==> src/rtl/vga_timing_pkg.sv <==
// Purpose: shared VGA raster timing constants (default 640x480 @ 60 Hz)
// and a small window-test helper. The drawing primitives import the same
// constants so that their notion of the active area matches the generator.
// Ports: none (package).
package vga_timing_pkg;

    localparam int CNT_W = 10;
    typedef logic [CNT_W-1:0] cnt_t;

    localparam int H_ACTIVE_DEF = 640;
    localparam int H_FP_DEF     = 16;
    localparam int H_SYNC_DEF   = 96;
    localparam int H_BP_DEF     = 48;
    localparam int V_ACTIVE_DEF = 480;
    localparam int V_FP_DEF     = 10;
    localparam int V_SYNC_DEF   = 2;
    localparam int V_BP_DEF     = 33;
    localparam int CLK_DIV_DEF  = 4;

    localparam int H_TOTAL_DEF = H_ACTIVE_DEF + H_FP_DEF + H_SYNC_DEF + H_BP_DEF;
    localparam int V_TOTAL_DEF = V_ACTIVE_DEF + V_FP_DEF + V_SYNC_DEF + V_BP_DEF;

    // Sync windows are half-open: [start, end).
    localparam int HS_START_DEF = H_ACTIVE_DEF + H_FP_DEF;
    localparam int HS_END_DEF   = HS_START_DEF + H_SYNC_DEF;
    localparam int VS_START_DEF = V_ACTIVE_DEF + V_FP_DEF;
    localparam int VS_END_DEF   = VS_START_DEF + V_SYNC_DEF;

    // Widen before comparing so a bound of 1024 does not alias to 0.
    function automatic logic in_window(cnt_t v, int lo, int hi);
        return (int'(v) >= lo) && (int'(v) < hi);
    endfunction

endpackage

==> src/rtl/pix_tick_gen.sv <==
// Purpose: divides clk down to the pixel rate. pix_tick is high for one clk
// in every CLK_DIV enabled cycles (continuously high with CLK_DIV=1).
// Ports:
//   clk      in   system clock
//   rst      in   synchronous active-high reset (divider -> 0)
//   en       in   run enable; low freezes the divider and forces pix_tick=0
//   pix_tick out  one-clk pulse while the divider sits at CLK_DIV-1
module pix_tick_gen #(
    parameter int CLK_DIV = 4
) (
    input  logic clk,
    input  logic rst,
    input  logic en,
    output logic pix_tick
);

    localparam int DIV_W = (CLK_DIV > 1) ? $clog2(CLK_DIV) : 1;
    localparam logic [DIV_W-1:0] DIV_LAST = DIV_W'(CLK_DIV - 1);

    logic [DIV_W-1:0] r_div;
    logic             w_last;

    assign w_last = (r_div == DIV_LAST);

    // Combinational so CLK_DIV=1 yields pix_tick=en; rst masks it so the
    // counters never see a tick while being reset.
    assign pix_tick = en & ~rst & w_last;

    always_ff @(posedge clk) begin
        if (rst) begin
            r_div <= '0;
        end else if (pix_tick) begin
            r_div <= '0;
        end else if (en) begin
            r_div <= r_div + 1'b1;
        end
    end

endmodule

==> src/rtl/vga_sync_gen.sv <==
// Purpose: VGA raster timing generator. Produces the pixel tick, x/y
// position counters and registered decode (display, hsync, vsync,
// line_start, frame_start) that always describe the current (x,y).
// Ports:
//   clk, rst, en          clock, synchronous active-high reset, run enable
//   pix_tick              one-clk pixel-rate pulse; counters advance on it
//   x, y                  position 0..H_TOTAL-1 / 0..V_TOTAL-1
//   display               x<H_ACTIVE and y<V_ACTIVE
//   hsync, vsync          syncs, asserted level SYNC_POL
//   line_start            high while x==0
//   frame_start           high while x==0 and y==0
// H_TOTAL and V_TOTAL must not exceed 1024 (10-bit counters).
module vga_sync_gen
    import vga_timing_pkg::*;
#(
    parameter int H_ACTIVE = H_ACTIVE_DEF,
    parameter int H_FP     = H_FP_DEF,
    parameter int H_SYNC   = H_SYNC_DEF,
    parameter int H_BP     = H_BP_DEF,
    parameter int V_ACTIVE = V_ACTIVE_DEF,
    parameter int V_FP     = V_FP_DEF,
    parameter int V_SYNC   = V_SYNC_DEF,
    parameter int V_BP     = V_BP_DEF,
    parameter int CLK_DIV  = CLK_DIV_DEF,
    parameter bit SYNC_POL = 1'b0
) (
    input  logic             clk,
    input  logic             rst,
    input  logic             en,
    output logic             pix_tick,
    output logic [CNT_W-1:0] x,
    output logic [CNT_W-1:0] y,
    output logic             display,
    output logic             hsync,
    output logic             vsync,
    output logic             line_start,
    output logic             frame_start
);

    localparam int H_TOTAL  = H_ACTIVE + H_FP + H_SYNC + H_BP;
    localparam int V_TOTAL  = V_ACTIVE + V_FP + V_SYNC + V_BP;
    localparam int HS_START = H_ACTIVE + H_FP;
    localparam int HS_END   = HS_START + H_SYNC;
    localparam int VS_START = V_ACTIVE + V_FP;
    localparam int VS_END   = VS_START + V_SYNC;

    localparam cnt_t X_LAST = cnt_t'(H_TOTAL - 1);
    localparam cnt_t Y_LAST = cnt_t'(V_TOTAL - 1);

    logic w_tick;
    cnt_t w_x_nxt;
    cnt_t w_y_nxt;
    logic w_display;
    logic w_hsync;
    logic w_vsync;
    logic w_line_start;
    logic w_frame_start;

    cnt_t r_x;
    cnt_t r_y;
    logic r_display;
    logic r_hsync;
    logic r_vsync;
    logic r_line_start;
    logic r_frame_start;

    pix_tick_gen #(
        .CLK_DIV (CLK_DIV)
    ) u_pix_tick_gen (
        .clk      (clk),
        .rst      (rst),
        .en       (en),
        .pix_tick (w_tick)
    );

    always_comb begin
        w_x_nxt = r_x;
        w_y_nxt = r_y;
        if (w_tick) begin
            if (r_x == X_LAST) begin
                w_x_nxt = '0;
                w_y_nxt = (r_y == Y_LAST) ? '0 : r_y + 1'b1;
            end else begin
                w_x_nxt = r_x + 1'b1;
            end
        end
    end

    // Decode the position the counters are about to take so the registered
    // flags line up with x/y in the same cycle.
    always_comb begin
        w_display     = (int'(w_x_nxt) < H_ACTIVE) && (int'(w_y_nxt) < V_ACTIVE);
        w_hsync       = in_window(w_x_nxt, HS_START, HS_END) ? SYNC_POL : ~SYNC_POL;
        w_vsync       = in_window(w_y_nxt, VS_START, VS_END) ? SYNC_POL : ~SYNC_POL;
        w_line_start  = (w_x_nxt == '0);
        w_frame_start = (w_x_nxt == '0) && (w_y_nxt == '0);
    end

    // Reset parks the raster on the last pixel so the first tick wraps to
    // (0,0) and frame 0 starts complete.
    always_ff @(posedge clk) begin
        if (rst) begin
            r_x           <= X_LAST;
            r_y           <= Y_LAST;
            r_display     <= 1'b0;
            r_hsync       <= ~SYNC_POL;
            r_vsync       <= ~SYNC_POL;
            r_line_start  <= 1'b0;
            r_frame_start <= 1'b0;
        end else if (w_tick) begin
            r_x           <= w_x_nxt;
            r_y           <= w_y_nxt;
            r_display     <= w_display;
            r_hsync       <= w_hsync;
            r_vsync       <= w_vsync;
            r_line_start  <= w_line_start;
            r_frame_start <= w_frame_start;
        end
    end

    assign pix_tick    = w_tick;
    assign x           = r_x;
    assign y           = r_y;
    assign display     = r_display;
    assign hsync       = r_hsync;
    assign vsync       = r_vsync;
    assign line_start  = r_line_start;
    assign frame_start = r_frame_start;

endmodule
==> config.mk <==
export PLATFORM = sky130hd
export DESIGN_NAME = vga_sync_gen
export DESIGN_NICKNAME = d
export VERILOG_FILES = /design/src/rtl/vga_timing_pkg.sv /design/src/rtl/pix_tick_gen.sv /design/src/rtl/vga_sync_gen.sv
export SDC_FILE = /design/constraint.sdc
export NUM_CORES = 1
export LEC_CHECK = 0
export CAP_MARGIN = 10
export CORE_MARGIN = 5
export CORE_UTILIZATION = 45
export CTS_CLUSTER_DIAMETER = 80
export CTS_CLUSTER_SIZE = 20
export DETAILED_ROUTE_END_ITERATION = 6
export GPL_TIMING_DRIVEN = 0
export PLACE_DENSITY = 0.7
export SETUP_SLACK_MARGIN = 0.02
export SKIP_CTS_REPAIR_TIMING = 1
export SYNTH_ARGS = -nofsm -noshare
export SYNTH_HDL_FRONTEND = slang
export SYNTH_SLANG_ARGS = --single-unit
export TNS_END_PERCENT = 100
==> constraint.sdc <==
create_clock -name clk -period 4.6 [get_ports clk]
set_input_delay 0.92 -clock clk [delete_from_list [all_inputs] [get_ports clk]]
set_output_delay 0.92 -clock clk [all_outputs]
set_load 0.03 [all_outputs]
== Yosys cells after proc, flatten, opt, wreduce, memory -nomap -nowiden ==
Index checks and enable logic that the tools add are counted.

* Flip-flop bits (word level): 27
* Bits of input ports: 3
* Logic and storage cells: 37

* $add $sub $neg: 3
* Magnitude comparators: 6
* Equal/unequal tests: 3
* Mux-type cells: 7
* Bitwise logic cells: 3
* Reduce and logical (&&, ||, !) cells: 7

{| class="wikitable"
|+ Operators with widths
! operator !! count
|-
| 2-to-1 mux 10 bit || 5
|-
| adder 10 x 1 -> 10 bit, second input constant || 2
|-
| equality test 10 bit, second input constant || 2
|-
| logical NOT 10 bit || 2
|-
| < comparator 10 bit, second input constant || 2
|-
| < comparator 10 x 9 -> 1 bit, second input constant || 2
|-
| >= comparator 10 bit, second input constant || 1
|-
| >= comparator 10 x 9 -> 1 bit, second input constant || 1
|-
| logical AND 1 bit || 4
|-
| adder 2 x 1 -> 2 bit, second input constant || 1
|-
| bitwise AND 1 bit || 2
|-
| equality test 2 bit, second input constant || 1
|-
| 2-to-1 mux 1 bit || 2
|-
| OR reduction 2 bit || 1
|-
| NOT 1 bit || 1
|}

== Longest topological paths before layout ==
Gate-level depths: netlist (run 1).

* Depth after elaboration: 7
* Mapped depth: 9

== Hierarchy ==
From an unflattened synthesis (run 1), not the netlist that was laid out.

* Cells, all modules: 197
* Area, all modules: 1649.1 µm²

{| class="wikitable"
|+ By module, submodules not included
! module !! times used !! cells an instance !! area an instance (µm²) !! sequential area each (µm²)
|-
| vga_sync_gen || 1 || 186 || 1550.2 || 500.5
|-
| pix_tick_gen || 1 || 11 || 98.8 || 40.0
|}

== Least setup slack after synthesis (run 1) ==
No wires, ideal clock.

* Kind: input port to flip-flop
* From: input en
* To: register r_vsync, in the netlist vsync
* Arrival time: 2.920 ns
* Data required time: 4.478 ns
* Setup slack: 1.558 ns
* Stages: 8
* Cells stage by stage: clkbuf_1 nand3b_1 or4_4 buf_6 nor4b_4 a21oi_2 or3_1 o32a_1

* Word-level cells in the longest chain between the ends: 6
* Elaborated cells between the ends (all ways): 7
* Classes of those cells: order compare: 2; mux: 2; bitwise: 2; reduce/logical: 1

{| class="wikitable"
|+ Ends and longest elaborated chain
! element !! line !! RTL
|-
| from (decl) || vga_sync_gen.sv:29 || <nowiki>input logic en,</nowiki>
|-
| bitwise AND 1 bit * (2 in a row) || pix_tick_gen.sv:27 || <nowiki>assign pix_tick = en & ~rst & w_last;</nowiki>
|-
| 2-to-1 mux 10 bit || vga_sync_gen.sv:79 || <nowiki>if (w_tick) begin</nowiki>
|-
| >= comparator 10 x 9 -> 1 bit or < comparator 10 x 9 -> 1 bit (tied branches) || vga_timing_pkg.sv:31 || <nowiki>return (int'(v) >= lo) && (int'(v) < hi);</nowiki>
|-
| logical AND 1 bit || vga_timing_pkg.sv:31 ||
|-
| 2-to-1 mux 1 bit || vga_sync_gen.sv:94 || <nowiki>w_vsync = in_window(w_y_nxt, VS_START, VS_END) ? SYNC_POL : ~SYNC_POL;</nowiki>
|-
| to (signal assigned) || vga_sync_gen.sv:107 || <nowiki>r_vsync <= ~SYNC_POL;</nowiki>
|-
| to (signal assigned) || vga_sync_gen.sv:115 || <nowiki>r_vsync <= w_vsync;</nowiki>
|-
| to (decl) || vga_sync_gen.sv:63 || <nowiki>logic r_vsync;</nowiki>
|}

Every way passes the cells marked *; elsewhere a longest branch is shown, timed or not.
A chain may end at the register's enable or synchronous reset.

== Worst setup path after layout (run 1) ==
* From: input rst
* To: output pix_tick

* Word-level cells in the longest chain between the ends: 3

{| class="wikitable"
|+ Ends and longest elaborated chain
! element !! line !! RTL
|-
| from (decl) || vga_sync_gen.sv:28 || <nowiki>input logic rst,</nowiki>
|-
| NOT 1 bit || pix_tick_gen.sv:27 ||
|-
| bitwise AND 1 bit (2 in a row) || pix_tick_gen.sv:27 ||
|-
| to (decl) || vga_sync_gen.sv:30 || <nowiki>output logic pix_tick,</nowiki>
|}

Every way passes these cells.

==> run_results.csv, run 1 <==
group,metric,value,unit
outcome,outcome,"complete, no violations",
synthesis,synth_area_leaders,"dfxtp_1 34%, xnor2_1 4.4%, nor2_1 4.2%, nand2_1 3.8%, ha_1 3.1%",
sta,slew_headroom,43.7,%
cts,htreeDepth,1,
placed_design,port_buffers,27,
pwr,p_leak,0.000701,uW
synthesis,synthDominantCellAreaShare,33.8,%
placed_design,gp_congestion,0.906,
cts,clk_latency,330,ps
setup_path,ff2ff_setup_slack,1780,ps
synthesis,async_reset_ff_share,0,%
synthesis,syn_avg_cell_area,8.17,um^2
sta,tns,0,ps
synthesis,synth_top_flop_cell,"dfxtp_1",
setup_path,cp_data_arrival_time,3140,ps
sta,min_period_over_period,88.3,%
floorplanning,chipWidth,69.7,um
job,maxCapViolations,0,
grt,grt_remaining_overflow,0,
drt,drtIter0Drc,89,
pwr,peakVddDrop,0.0000948,V
sta,finalSetupViolCount,0,
layout,drive_above_1_share,6.17,%
drt,via_count,1531,
synthesis,yosysMostFrequentCell,"dfxtp_1",
setup_path,r2r_end,"frame_start$_SDFFE_PP0N_",
pwr,power_density,192,nW/um^2
sta,tightest_slew,837,ps
setup_path,reg2reg_depth,8,
grt,grt_max_degree,15,
worst_hold_path,hold_path.class,"reg2reg",
floorplanning,rows,21,
grt,antenna_found_initial,0,
cts,clockRootBuffer,"clkbuf_4",
drt,routedWlPerCell,14.4,um
grt,grt_pass1_vias,1416,
grt,grt_pass1_wl,6.86,mm
setup_path,timing.critical_path.required,3680,ps
placed_design,post_dp_cell_area,1930,um^2
drt,ant_nets,0,
sta,fin_crit,4060,ps
layout,register_area,541,um^2
setup_path,critPathMaxFanout,10,
drt,firstDrtPassIters,4,
cts,tritoncts,"yes",
synthesis,syn-instance-count,196,
placed_design,hpwlAfterDp,2.95,mm
setup_path,path_class,"in2out",
drt,drc,0,
synthesis,ys_seq_area_share,33.8,%
cts,cts_buffer_depth,2,
sta,rsz0062_at_grt,"false",
setup_path,timing.rr.start,"x[0]$_SDFFE_PP1N_",
layout,multi_input_area,988,um^2
worst_hold_path,min_path_cells,2,
sta,drv_slew,0,
synthesis,synth_cell_types,47,
synthesis,synth_top_area_cell,"dfxtp_1",
synthesis,synth_nets,203,
sta,skew,16.6,ps
floorplanning,dieArea,4850,um^2
layout,nFillCells,308,
floorplanning,coreArea,3390,um^2
setup_path,startpoint_type,"input port",
layout,diodes,0,
floorplanning,initial_utilization,47.2,%
synthesis,ys_seq_elements,27,
sta,timing.fmax,246,MHz
grt,track_usage,16.8,%
setup_path,critPathLaunch,"rst",
layout,final_area,1960,um^2
drt,viasPerCell,5.61,
synthesis,synth_edf_count,0,
cts,path_clk_slew,130,ps
pwr,total_power,375,uW
worst_hold_path,min-delay-start,"line_start$_SDFFE_PP0N_",
floorplanning,io_pins,29,
layout,area_delta_synth_final,22.1,%
cts,cts_sinks,27,
floorplanning,die_h,69.7,um
synthesis,yosys_warnings,0,
worst_hold_path,min_to,"line_start$_SDFFE_PP0N_",
drt,routed_wl,3.94,mm
cts,numCtsBuffers,3,
synthesis,synth_common_cells,"27 x dfxtp_1, 18 x nor2_1, 16 x nand2_1",
sta,hold_viol_final,0,
synthesis,synth_area,1600,um^2
setup_path,critPathCaptureType,"primary output",
layout,nNetsFinal,235,
-- state kept, by name, indices dropped and copies added, names as in the netlist --
name / cells
x: 10
y: 10
u_pix_tick_gen.r_div: 2
display: 1
frame_start: 1
hsync: 1
line_start: 1
vsync: 1
-- per-stage QoR --
step	worst slack [ps]	std cells	hold slack [ps]	util (%)
6_report	539	273	450	57.7
5_1_grt	456	273	494	57.7
4_1_cts	571	273	454	57.7
3_5_place_dp	580	269	434	56.9
3_3_place_gp	632	269	432	56.9
2_1_floorplan	1560	196	465	-
-- cells in the final DEF (no fill, tap or decap), types with 2 or more instances in the layout --
cell / instances
nand2b_1: 7
and3_1: 3
clkdlybuf4s50_1: 27
and2_1: 2
and4_1: 2
nor4_2: 2
ha_1: 4
clkbuf_4: 3
clkbuf_1: 10
a31oi_1: 4
nand2_1: 16
o32ai_1: 2
o21a_1: 2
mux2i_1: 2
xnor2_1: 8
nand4_1: 8
a21o_1: 2
o31ai_1: 4
o21ai_0: 7
dfxtp_1: 27
nand3_1: 8
xor2_1: 5
nor4b_1: 2
a21oi_1: 9
inv_1: 5
nor2_1: 18
a22oi_1: 2
nand3b_1: 3
or3_1: 4
nor3_1: 9
or2_2: 2
-- kinds of logic (layout without fill, tap and decap cells) --
family / after synthesis / count (layout) / share of synthesized area [%]
simple gates: 93 / 93 / 33.4
flops: 27 / 27 / 33.8
xor+xnor: 13 / 13 / 7.11
compound gates: 40 / 40 / 16.8
mux: 2 / 2 / 1.25
buf+inv: 17 / 48 / 4.53
fa+ha+maj: 4 / 4 / 3.13
-- metal layers --
layer | GRT usage, % | wire length (um) | up-vias
li1 | - | - | 775
met1 | 24.4 | 1960 | 702
met2 | 24.7 | 1690 | 46
met3 | 2.61 | 212 | 8
met4 | 6.38 | 77 | 0
met5 | 0 | 0 | -
-- worst max-delay path, cell delays in order --
cell	delay, ps
clkdlybuf4s50_1	600
nand3b_1	230
clkbuf_1	370
clkinv_1	330
clkdlybuf4s50_1	680
-- area by class of cell --
cell class / count / area share (%)
plain buffers: 11 / 2.56
inverters: 6 / 1.15
repair buffers: 27 / 13.8
clock buffers: 4 / 1.34
flip-flops and latches: 27 / 27.6
multi-input cells: 152 / 50.5
well taps: 46 / 2.94
-- power by group --
part	total, uW	internal, uW	switching, uW
registers	240	237	2.68
logic	31.3	12.2	19.1
clock network	104	33.9	70.2
total	375	283	92.0
-- worst max-delay path by stage --
stage	slack, ps	cells past startpoint	end
6_report	540	5	pix_tick
5_1_grt	460	5	pix_tick
4_1_cts	570	5	pix_tick
3_5_place_dp	580	5	pix_tick
3_3_place_gp	630	5	pix_tick
2_1_floorplan	1560	8	vsync$_SDFFE_PP1N_
(Power assumes the default switching activity.)
==> run 2: changes to the inputs <==
--- a/config.mk
+++ b/config.mk
@@ -12,7 +12,7 @@
 export CTS_CLUSTER_SIZE = 20
 export DETAILED_ROUTE_END_ITERATION = 6
 export GPL_TIMING_DRIVEN = 0
-export PLACE_DENSITY = 0.7
+export PLACE_DENSITY = 0.77
 export SETUP_SLACK_MARGIN = 0.02
 export SKIP_CTS_REPAIR_TIMING = 1
 export SYNTH_ARGS = -nofsm -noshare
==> run 2 against run 1 <==
First-iteration DRC count fell by 11%. Fmax is 0.73% higher. Setup slack improved by 29 ps. Count of clock-buffer cells in the layout stayed put. Global-route usage fell by 1.0 points. Register-to-register slack hardly changed. Non-clock buffer count did not move. Highest routed layer unchanged.
==> run_results.csv, run 2 (same netlist as run 1, synthesis figures left out) <==
group,metric,value,unit
setup_path,ff2ff_setup_slack,1790,ps
setup_path,critPathMaxFanout,10,
cts,path_clk_slew,150,ps
placed_design,gp_congestion,0.908,
floorplanning,rows,21,
layout,mostFrequentLayoutCells,"27 x dfxtp_1, 27 x clkdlybuf4s50_1, 18 x nor2_1, 16 x nand2_1, 10 x clkbuf_1",
placed_design,port_buffers,27,
cts,cts_buffer_depth,2,
sta,hold_viol_final,0,
drt,routedWlPerCell,13.8,um
cts,numCtsBuffers,3,
pwr,total_power,373,uW
pwr,combPwrFrac,8.3,%
sta,min_period_over_period,87.6,%
drt,routed_wl,3.76,mm
cts,clockRootBuffer,"clkbuf_4",
pwr,power_density,191,nW/um^2
grt,grt_remaining_overflow,0,
worst_hold_path,hold_path.class,"reg2reg",
setup_path,r2r_end,"frame_start$_SDFFE_PP0N_",
setup_path,startpoint_type,"input port",
sta,finalSetupViolCount,0,
pwr,clock_power_share,27.5,%
pwr,p_switching,90.6,uW
sta,rsz0062_at_grt,"false",
cts,tritoncts,"yes",
grt,grt_pass1_vias,1332,
floorplanning,dieArea,4850,um^2
pwr,peakVddDrop,0.000132,V
layout,drive_above_1_share,6.17,%
sta,slew_headroom,41.2,%
drt,via_count,1488,
grt,track_usage,15.7,%
drt,drc,0,
drt,ant_nets,0,
drt,viasPerCell,5.45,
drt,firstDrtPassIters,4,
sta,tightest_slew,875,ps
pwr,p_seq_share,64.1,%
grt,grt_max_degree,15,
setup_path,timing.rr.start,"x[0]$_SDFFE_PP1N_",
grt,grt_pass1_wl,6.38,mm
cts,htreeDepth,1,
outcome,outcome,"complete, no violations",
setup_path,endpoint,"pix_tick",
pwr,p_leak,0.000701,uW
floorplanning,die_h,69.7,um
pwr,swShare,24.3,%
layout,register_area,541,um^2
job,maxCapViolations,0,
pwr,p_int,283,uW
sta,drv_slew,0,
floorplanning,initial_utilization,47.2,%
placed_design,hpwlAfterDp,2.85,mm
layout,area_delta_synth_final,22.1,%
layout,diodes,0,
setup_path,critPathLaunch,"rst",
cts,cts_sinks,27,
sta,fin_crit,4030,ps
floorplanning,io_pins,29,
floorplanning,coreArea,3390,um^2
sta,timing.fmax,248,MHz
setup_path,critPathCaptureType,"primary output",
layout,stdcell_count,273,
setup_path,path_class,"in2out",
sta,whs,453,ps
drt,drtIter0Drc,79,
placed_design,post-place-cells,269,
layout,nFillCells,328,
grt,antenna_found_initial,0,
layout,nNetsFinal,235,
cts,clk_latency,320,ps
sta,tns,0,ps
setup_path,cp_data_arrival_time,3110,ps
setup_path,timing.critical_path.required,3680,ps
layout,multi_input_area,988,um^2
sta,skew,10.5,ps
floorplanning,chipWidth,69.7,um
setup_path,reg2reg_depth,8,
-- run 2: cell counts in the layout (fill, tap and decap cells not counted) --
Identical to the previous run, type by type.
-- run 2: how the worst min path moves through the flow --
stage                                                    start  depth (start not counted)                                   end  slack [ps]
final                                  line_start$_SDFFE_PP0N_                          2               line_start$_SDFFE_PP0N_         450
after global routing                   line_start$_SDFFE_PP0N_                          2               line_start$_SDFFE_PP0N_         470
after CTS                              line_start$_SDFFE_PP0N_                          2               line_start$_SDFFE_PP0N_         450
after detailed placement               line_start$_SDFFE_PP0N_                          2               line_start$_SDFFE_PP0N_         440
after global placement                 line_start$_SDFFE_PP0N_                          2               line_start$_SDFFE_PP0N_         430
after floorplan           u_pix_tick_gen.r_div[1]$_SDFFE_PP0P_                          2  u_pix_tick_gen.r_div[1]$_SDFFE_PP0P_         460
-- run 2: worst max-delay path, cell delays in order --
cell	delay [ps]
clkdlybuf4s50_1	570
nand3b_1	230
clkbuf_1	370
clkinv_1	320
clkdlybuf4s50_1	690
-- run 2: layout make-up --
cell class                 instances  area share [%]
timing repair buffer              27            13.8
tap                               46            2.94
clock buffer                       4            1.34
sequential                        27            27.6
inverter                           6            1.15
buffer                            11            2.56
multi-input combinational        152            50.5
-- run 2: stage by stage --
step / cell area, um^2 / utilization (%) / setup slack [ps]
after global routing: 1960 / 57.7 / 365
final: 1960 / 57.7 / 569
after global placement: 1930 / 56.9 / 603
after CTS: 1960 / 57.7 / 567
after detailed placement: 1930 / 56.9 / 575
after floorplan: 1600 / - / 1560
-- run 2: power by group through the flow --
stage	clock network [uW]	registers [uW]	logic [uW]
floorplan	0	246	19.7
global placement	0	245	30.6
detailed placement	0	245	31.0
CTS	104	240	31.3
global route	113	240	34.6
finish	103	240	31.1
-- run 2: metal layers --
metal | share of wire (%) | vias up | GRT usage [%]
met3 | 5.3 | 2 | 2.03
met4 | 0.96 | 0 | 3.83
li1 | - | 777 | -
met2 | 42 | 40 | 23.0
met1 | 52 | 669 | 24.1
met5 | 0 | - | 0
